==> src/rtl/uart_pkg.sv <==
// rtl/uart_pkg.sv - shared types and UART frame constants for the TX scheduler
// Contents:
//   sched_state_e   : scheduler FSM states
//   BAUD_DIV        : bit-period divider of the UART transmitter
//   FRAME_BITS      : start + 8 data + stop
//   DEFAULT_TIMEOUT : power of two strictly above one full frame in cycles
package uart_pkg;

    typedef enum logic [1:0] {
        IDLE  = 2'd0,
        SEND  = 2'd1,
        CLEAR = 2'd2
    } sched_state_e;

    localparam int BAUD_DIV        = 32'h28B0;
    localparam int FRAME_BITS      = 10;
    localparam int FRAME_CYCLES    = FRAME_BITS * (BAUD_DIV + 1);
    localparam int DEFAULT_TIMEOUT = 1 << $clog2(FRAME_CYCLES + 1);

endpackage

==> src/rtl/uart_tx_sched_if.sv <==
// rtl/uart_tx_sched_if.sv - requester and transmitter handshake bundle
// Signals:
//   req_valid[N_REQ]   : requester i has a byte
//   req_data[8*N_REQ]  : byte of requester i at [8i+7:8i]
//   req_ready[N_REQ]   : one-cycle accept pulse
//   tx_en / tx_data    : transmitter enable and byte
//   tx_rst             : transmitter clear (active high)
//   tx_done            : sticky frame-complete flag from transmitter
// Modports: slave = scheduler side, master = requesters/transmitter side.
interface uart_tx_sched_if #(
    parameter int N_REQ = 4
);

    logic [N_REQ-1:0]   req_valid;
    logic [8*N_REQ-1:0] req_data;
    logic [N_REQ-1:0]   req_ready;
    logic               tx_en;
    logic [7:0]         tx_data;
    logic               tx_rst;
    logic               tx_done;

    modport slave (
        input  req_valid, req_data, tx_done,
        output req_ready, tx_en, tx_data, tx_rst
    );

    modport master (
        output req_valid, req_data, tx_done,
        input  req_ready, tx_en, tx_data, tx_rst
    );

endinterface

==> src/rtl/uart_rr_pick.sv <==
// rtl/uart_rr_pick.sv - combinational round-robin picker
// Ports:
//   req_i  : request vector
//   last_i : index served last; search starts at last_i+1
//   gnt_o  : one-hot grant
//   idx_o  : index of granted requester
//   any_o  : at least one request present
module uart_rr_pick #(
    parameter int N_REQ = 4
) (
    input  logic [N_REQ-1:0]         req_i,
    input  logic [$clog2(N_REQ)-1:0] last_i,
    output logic [N_REQ-1:0]         gnt_o,
    output logic [$clog2(N_REQ)-1:0] idx_o,
    output logic                     any_o
);

    localparam int GW = $clog2(N_REQ);

    // Scan from the farthest offset down to last_i+1 so the nearest
    // requester after the pointer is the final (winning) assignment.
    always_comb begin
        gnt_o = '0;
        idx_o = '0;
        any_o = 1'b0;
        for (int off = N_REQ; off >= 1; off--) begin
            if (req_i[(int'(last_i) + off) % N_REQ]) begin
                gnt_o = N_REQ'(1) << ((int'(last_i) + off) % N_REQ);
                idx_o = GW'((int'(last_i) + off) % N_REQ);
                any_o = 1'b1;
            end
        end
    end

endmodule

==> src/rtl/uart_tx_sched.sv <==
// rtl/uart_tx_sched.sv - round-robin scheduler sharing one UART byte transmitter
// Ports:
//   clk, rst_n   : clock, asynchronous active-low reset
//   sched_en     : allow new grants
//   bus (slave)  : requester handshake and transmitter control
//   busy         : scheduler not idle
//   grant_id     : requester currently/last served
//   frame_done   : pulse, frame completed normally
//   timeout_err  : pulse, frame aborted by watchdog
module uart_tx_sched
    import uart_pkg::*;
#(
    parameter int N_REQ      = 4,
    parameter int TIMEOUT    = DEFAULT_TIMEOUT,
    parameter int CLR_CYCLES = 2
) (
    input  logic                     clk,
    input  logic                     rst_n,
    input  logic                     sched_en,
    uart_tx_sched_if.slave           bus,
    output logic                     busy,
    output logic [$clog2(N_REQ)-1:0] grant_id,
    output logic                     frame_done,
    output logic                     timeout_err
);

    localparam int GW = $clog2(N_REQ);
    localparam int TW = $clog2(TIMEOUT);
    localparam int CW = $clog2(CLR_CYCLES + 1);
    localparam logic [TW-1:0] TIMER_LAST = TW'(TIMEOUT - 1);
    localparam logic [CW-1:0] CLR_LAST   = CW'(CLR_CYCLES - 1);

    sched_state_e     state_q, state_d;
    logic [TW-1:0]    timer_q, timer_d;
    logic [CW-1:0]    clr_cnt_q, clr_cnt_d;
    logic [GW-1:0]    last_q, last_d;
    logic [GW-1:0]    grant_id_q, grant_id_d;
    logic             normal_q, normal_d;
    logic             tx_en_q, tx_en_d;
    logic             tx_rst_q, tx_rst_d;
    logic [7:0]       tx_data_q, tx_data_d;
    logic [N_REQ-1:0] req_ready_q, req_ready_d;
    logic             busy_q, busy_d;
    logic             frame_done_q, frame_done_d;
    logic             timeout_err_q, timeout_err_d;

    logic [N_REQ-1:0] pick_gnt;
    logic [GW-1:0]    pick_idx;
    logic             pick_any;
    logic             grant_now;
    logic             send_end;
    logic             clr_end;

    uart_rr_pick #(
        .N_REQ (N_REQ)
    ) u_pick (
        .req_i  (bus.req_valid),
        .last_i (last_q),
        .gnt_o  (pick_gnt),
        .idx_o  (pick_idx),
        .any_o  (pick_any)
    );

    assign grant_now = (state_q == IDLE) && sched_en && pick_any;
    // tx_done and watchdog expiry on the same edge both end the frame here;
    // the output logic lets tx_done decide it was a normal completion.
    assign send_end  = (state_q == SEND) && (bus.tx_done || (timer_q == TIMER_LAST));
    assign clr_end   = (state_q == CLEAR) && (clr_cnt_q == CLR_LAST);

    // State register. Reset lands in CLEAR so the transmitter is always
    // cleared after reset; normal_q=0 keeps that exit from pulsing frame_done.
    always_ff @(posedge clk or negedge rst_n) begin
        if (!rst_n) begin
            state_q <= CLEAR;
        end else begin
            state_q <= state_d;
        end
    end

    // Next-state logic
    always_comb begin
        state_d = state_q;
        case (state_q)
            IDLE:    if (grant_now) state_d = SEND;
            SEND:    if (send_end)  state_d = CLEAR;
            CLEAR:   if (clr_end)   state_d = IDLE;
            default: state_d = CLEAR;
        endcase
    end

    // Output / datapath next values (all registered below)
    always_comb begin
        timer_d       = timer_q;
        clr_cnt_d     = clr_cnt_q;
        last_d        = last_q;
        grant_id_d    = grant_id_q;
        normal_d      = normal_q;
        tx_en_d       = tx_en_q;
        tx_rst_d      = tx_rst_q;
        tx_data_d     = tx_data_q;
        req_ready_d   = '0;
        frame_done_d  = 1'b0;
        timeout_err_d = 1'b0;
        busy_d        = (state_d != IDLE);
        case (state_q)
            IDLE: begin
                if (grant_now) begin
                    tx_data_d   = bus.req_data[8*pick_idx +: 8];
                    grant_id_d  = pick_idx;
                    last_d      = pick_idx;
                    req_ready_d = pick_gnt;
                    tx_en_d     = 1'b1;
                    timer_d     = '0;
                end
            end
            SEND: begin
                timer_d = timer_q + TW'(1);
                if (send_end) begin
                    tx_en_d       = 1'b0;
                    tx_rst_d      = 1'b1;
                    clr_cnt_d     = '0;
                    normal_d      = bus.tx_done;
                    timeout_err_d = !bus.tx_done;
                end
            end
            CLEAR: begin
                if (clr_end) begin
                    tx_rst_d     = 1'b0;
                    frame_done_d = normal_q;
                end else begin
                    clr_cnt_d = clr_cnt_q + CW'(1);
                end
            end
            default: ;
        endcase
    end

    always_ff @(posedge clk or negedge rst_n) begin
        if (!rst_n) begin
            timer_q       <= '0;
            clr_cnt_q     <= '0;
            last_q        <= GW'(N_REQ - 1);
            grant_id_q    <= '0;
            normal_q      <= 1'b0;
            tx_en_q       <= 1'b0;
            tx_rst_q      <= 1'b1;
            tx_data_q     <= '0;
            req_ready_q   <= '0;
            busy_q        <= 1'b1;
            frame_done_q  <= 1'b0;
            timeout_err_q <= 1'b0;
        end else begin
            timer_q       <= timer_d;
            clr_cnt_q     <= clr_cnt_d;
            last_q        <= last_d;
            grant_id_q    <= grant_id_d;
            normal_q      <= normal_d;
            tx_en_q       <= tx_en_d;
            tx_rst_q      <= tx_rst_d;
            tx_data_q     <= tx_data_d;
            req_ready_q   <= req_ready_d;
            busy_q        <= busy_d;
            frame_done_q  <= frame_done_d;
            timeout_err_q <= timeout_err_d;
        end
    end

    assign bus.req_ready = req_ready_q;
    assign bus.tx_en     = tx_en_q;
    assign bus.tx_data   = tx_data_q;
    assign bus.tx_rst    = tx_rst_q;
    assign busy          = busy_q;
    assign grant_id      = grant_id_q;
    assign frame_done    = frame_done_q;
    assign timeout_err   = timeout_err_q;

endmodule

==> src/flat_wrapper.sv <==
// flat-port wrapper written by rule: the top's interface ports become plain ports
module uart_tx_sched_flat import uart_pkg::*;
#(
    parameter int N_REQ      = 4,
    parameter int TIMEOUT    = DEFAULT_TIMEOUT,
    parameter int CLR_CYCLES = 2
)
  (clk, rst_n, sched_en, busy, grant_id, frame_done, timeout_err, bus_req_valid, bus_req_data, bus_tx_done, bus_req_ready, bus_tx_en, bus_tx_data, bus_tx_rst);
  uart_tx_sched_if #(.N_REQ(N_REQ)) bus_i ();
  input  logic clk;
  input  logic rst_n;
  input  logic sched_en;
  output logic busy;
  output logic [$clog2(N_REQ)-1:0] grant_id;
  output logic frame_done;
  output logic timeout_err;
  input wire logic [$bits(bus_i.req_valid)-1:0] bus_req_valid;
  input wire logic [$bits(bus_i.req_data)-1:0] bus_req_data;
  input wire logic [$bits(bus_i.tx_done)-1:0] bus_tx_done;
  output wire logic [$bits(bus_i.req_ready)-1:0] bus_req_ready;
  output wire logic [$bits(bus_i.tx_en)-1:0] bus_tx_en;
  output wire logic [$bits(bus_i.tx_data)-1:0] bus_tx_data;
  output wire logic [$bits(bus_i.tx_rst)-1:0] bus_tx_rst;
  assign bus_i.req_valid = bus_req_valid;
  assign bus_i.req_data = bus_req_data;
  assign bus_i.tx_done = bus_tx_done;
  assign bus_req_ready = bus_i.req_ready;
  assign bus_tx_en = bus_i.tx_en;
  assign bus_tx_data = bus_i.tx_data;
  assign bus_tx_rst = bus_i.tx_rst;
  uart_tx_sched #(.N_REQ(N_REQ), .TIMEOUT(TIMEOUT), .CLR_CYCLES(CLR_CYCLES)) u_core (.clk(clk), .rst_n(rst_n), .sched_en(sched_en), .bus(bus_i), .busy(busy), .grant_id(grant_id), .frame_done(frame_done), .timeout_err(timeout_err));
endmodule
==> config.mk <==
export PLATFORM = sky130hd
export DESIGN_NAME = uart_tx_sched_flat
export DESIGN_NICKNAME = d
export VERILOG_FILES = /design/src/rtl/uart_pkg.sv /design/src/rtl/uart_tx_sched_if.sv /design/src/rtl/uart_rr_pick.sv /design/src/rtl/uart_tx_sched.sv /design/src/flat_wrapper.sv
export SDC_FILE = /design/constraint.sdc
export NUM_CORES = 1
export LEC_CHECK = 0
export ABC_AREA = 1
export ABC_CLOCK_PERIOD_IN_PS = 6500
export CAP_MARGIN = 15
export CORE_ASPECT_RATIO = 1.25
export CORE_UTILIZATION = 57
export CTS_BUF_LIST = sky130_fd_sc_hd__clkbuf_8
export DETAILED_ROUTE_END_ITERATION = 10
export PLACE_DENSITY = 0.95
export SLEW_MARGIN = 0
export SYNTH_ARGS = -nofsm -noshare
export SYNTH_HDL_FRONTEND = slang
export SYNTH_SLANG_ARGS = --single-unit
==> constraint.sdc <==
create_clock -name clk -period 6.5 [get_ports clk]
set_input_delay 0.975 -clock clk [delete_from_list [all_inputs] [get_ports clk]]
set_output_delay 0.975 -clock clk [all_outputs]
set_load 0.05 [all_outputs]
==> impl_metrics.csv <==
group,metric,value,unit
status,outcome,"complete, no violations",
floorplan,die_footprint,5180,µm²
pwr,switching_share,0.534,
route,totalWireLength,5880,µm
worst_setup_path,path_delay_family,"simple AND/OR/NAND/NOR gates",
yosys,netlist_top_cells_count,"nand2_1 (103), inv_1 (59), nand3_1 (44), dfrtp_1 (38), a21oi_1 (24)",
sta,worst-slew-pin-transition,0.889,ns
floorplan,core_region_area,4730,µm²
pwr,p_leak,1.77,nW
yosys,syn-num-nets,436,
cts,cts-hold-fix-buffers,0,
cts,post_cts_buffers,0,
yosys,syn-instance-count,381,
floorplan,row_count,28,
placed_design,detailedPlace.worstSlack,3.04,ns
yosys,yosysTopAreaCellShare,0.341,
worst_setup_path,critical_path_arrival,3.41,ns
worst_setup_path,path_buf_inv,2,
cts,post_cts_resized,0,
yosys,synth_top_cell_by_area,"dfrtp_1",
finish,layout.cells.non_filler,500,
sta,achievable-frequency,0.316,GHz
cts,cts_h_tree_lvls,2,
floorplan,die_height,80.2,µm
floorplan,floorplan.die.width,64.6,µm
yosys,yosysWarningCount,0,
yosys,synthesized_area,2790,µm²
sta,holdWs,0.494,ns
sta,fin_tns_setup,0,ns
sta,worst_slack,3.33,ns
finish,post_route_cells_drive_above_1_share,0.0841,
pwr,worst_ir_drop_vdd,0.401,mV
worst_setup_path,critPathRequiredTime,6.75,ns
route,detail_route.wl_per_cell,11.8,µm
worst_setup_path,start_kind,"input port",
pwr,switching_pwr,0.940,mW
worst_setup_path,end_kind,"flip-flop",
global_routing,grt_start_max_net_pins,44,
pwr,seq_power_share,0.237,
placed_design,port-buffer-count,58,
global_routing,first_global_vias,2642,
route,via_per_inst,5.23,
yosys,yosysMostFrequentCell,"nand2_1",
floorplan,ios,59,
route,drcViolationCount,0,
sta,final.setup_skew,0.0115,ns
worst_setup_path,critPathKind,"input port to flip-flop",
global_routing,global_route_wire_length_before_repair,10600,µm
cts,number_of_buffers_inserted_during_clock_tree_synthesis,5,
yosys,ys_seq_elements,43,
placed_design,placedCellCount,492,
placed_design,gp_congestion,0.850,
cts,worst_setup_hold_path_clk_slew,0.08,ns
route,drtIter0Drc,183,
yosys,part_of_the_yosys_area_used_for_sequential_elements,0.388,
global_routing,antenna_found_initial,0,
yosys,post_synth_num_cell_types,32,
worst_setup_path,worst_path_max_delay_cell,"nand2_1",
finish,finish.net_count,494,
cts,ctsRootBufferMaster,"clkbuf_8",
sta,timing_hold_violations_final,0,
floorplan,floorplan.initialDensity,0.590,
run,count_of_maximum_capacitance_violations,0,
sta,finalCriticalPeriod,3.17,ns
worst_setup_path,worst_path_cell_chain,"clkdlybuf4s50_1, inv_1, nand4_1, nand3_1, nand2_1, nand2_1, nor2_1, nand3_1, a21oi_1, o21a_1",
finish,final_util,0.737,
route,first_pass_iters,4,
cts,tritoncts,"yes",
sta,unrepaired_setup_endpoints_after_global_routing,"no",
finish,area_growth_syn_to_layout,25.0,%
yosys,netlist_top_cells_area,"dfrtp_1 (34%), nand2_1 (14%), inv_1 (7.9%)",
global_routing,globalRouteOverflowTotal,0,
cts,cts_sinks,43,
cts,cts_buffer_depth,2,
yosys,synth_area_per_cell,7.32,µm²
pwr,power.density_cell_area,505,nW/µm²
worst_setup_path,critical_path.max_stage_delay,0.57,ns
pwr,clock_power_share,0.096,
sta,slew_violations,0,
sta,finalCritPeriodShare,0.487,
sta,setup_viol,0,
sta,timing.max_slew.rel_slack,0.407,
yosys,synthArstFlopShare,1.00,
yosys,count_of_flip_flops_with_a_built_in_enable_after_synthesis,0,
placed_design,dp_hpwl,4570,µm
yosys,ys.flop_type,"dfrtp_1",
global_routing,gr-usage-all-layers,0.260,
route,route.antenna.remaining_nets,0,
pwr,power.internal,0.820,mW
min_path,hold_path.class,"flip-flop to flip-flop",
pwr,comb_power_share,0.668,
cts,source_to_sink_clock_delay_at_the_later_pin_of_the_worst_skew_pair,0.30,ns
finish,antenna_cells_inserted,0,
worst_setup_path,worstPathMaxFanout,18,
route,vias,2613,
power by group through the flow:
stage	Clock, mW	Sequential [mW]	Combinational, mW
finish	0.168	0.417	1.18
global route	0.179	0.428	1.31
global placement	0	0.419	1.13
detailed placement	0	0.422	1.16
floorplan	0	0.584	0.744
CTS	0.170	0.418	1.17
layer usage:
| metal | wire length (µm) | track usage |
|---|---|---|
| met1 | 2340 | 0.266 |
| met2 | 3140 | 0.514 |
| met5 | 0 | 0 |
| met4 | 100 | 0.100 |
| met3 | 303 | 0.0412 |
logic make-up after synthesis:
| logic type | synth area share |
|---|---|
| fa+ha+maj | 0.0673 |
| buf+inv | 0.102 |
| simple gates | 0.347 |
| compound gates | 0.0893 |
| xor+xnor | 0.00628 |
| flops | 0.388 |
state kept, by name (all words and copies together), names as in the netlist:
signal / cells
u_core.bus.req_ready: 4
u_core.bus.tx_data: 8
u_core.bus.tx_en: 1
u_core.bus.tx_rst: 1
u_core.busy: 1
u_core.clr_cnt_q: 2
u_core.frame_done: 1
u_core.grant_id: 2
u_core.last_q: 2
u_core.normal_q: 1
u_core.state_q: 2
u_core.timeout_err: 1
u_core.timer_q: 17
cells in the final DEF, fill, tap and decap left out, types with 8 or more instances in the layout:
cell and count:
a21oi_1 24, clkdlybuf4s50_1 57, dfrtp_1 38, ha_1 15
inv_1 59, nand2_1 103, nand2_2 9, nand3_1 44
nand3b_1 8, nor2_1 21, o21ai_0 12
worst reg2reg max path: stages, from the launching register on:
cell	delay, ns
dfrtp_1	0.41
inv_1	0.09
ha_1	0.21
nand3_1	0.46
nand2_1	0.57
nand2_1	0.15
nor2_1	0.22
nand3_1	0.13
a21oi_1	0.15
o21a_1	0.14
metrics by stage:
stage,total power [mW],cell area (µm²)
after floorplan,1.33,2790
after global placement,1.55,3400
after global routing,1.91,3490
after detailed placement,1.58,3400
after CTS,1.76,3490
final,1.76,3490
worst paths after layout:
path	startpoint	end	slack [ns]	cells after the start
max in group asynchronous	rst_n	u_core.grant_id[1]$_DFFE_PN0P_	5.15	1
min in group asynchronous	rst_n	u_core.timer_q[12]$_DFFE_PN0P_	0.79	1
max	bus_req_valid[1]	u_core.timer_q[14]$_DFFE_PN0P_	3.33	10
max reg2reg	u_core.state_q[0]$_DFF_PN0_	u_core.timer_q[14]$_DFFE_PN0P_	3.91	9
min reg2reg	u_core.bus.tx_rst$_DFFE_PN1P_	u_core.bus.tx_rst$_DFFE_PN1P_	0.49	2
min	u_core.bus.tx_rst$_DFFE_PN1P_	u_core.bus.tx_rst$_DFFE_PN1P_	0.49	2
final cells by class:
class / count / area, µm²
fill: 345 / 1240
timing repair buffer: 58 / 576
sequential: 43 / 1080
multi-input combinational: 267 / 1420
tap: 60 / 75.1
clock inverter: 3 / 20.0
clock buffer: 5 / 68.8
inverter: 64 / 243
Power figures use the tool's default switching activity.
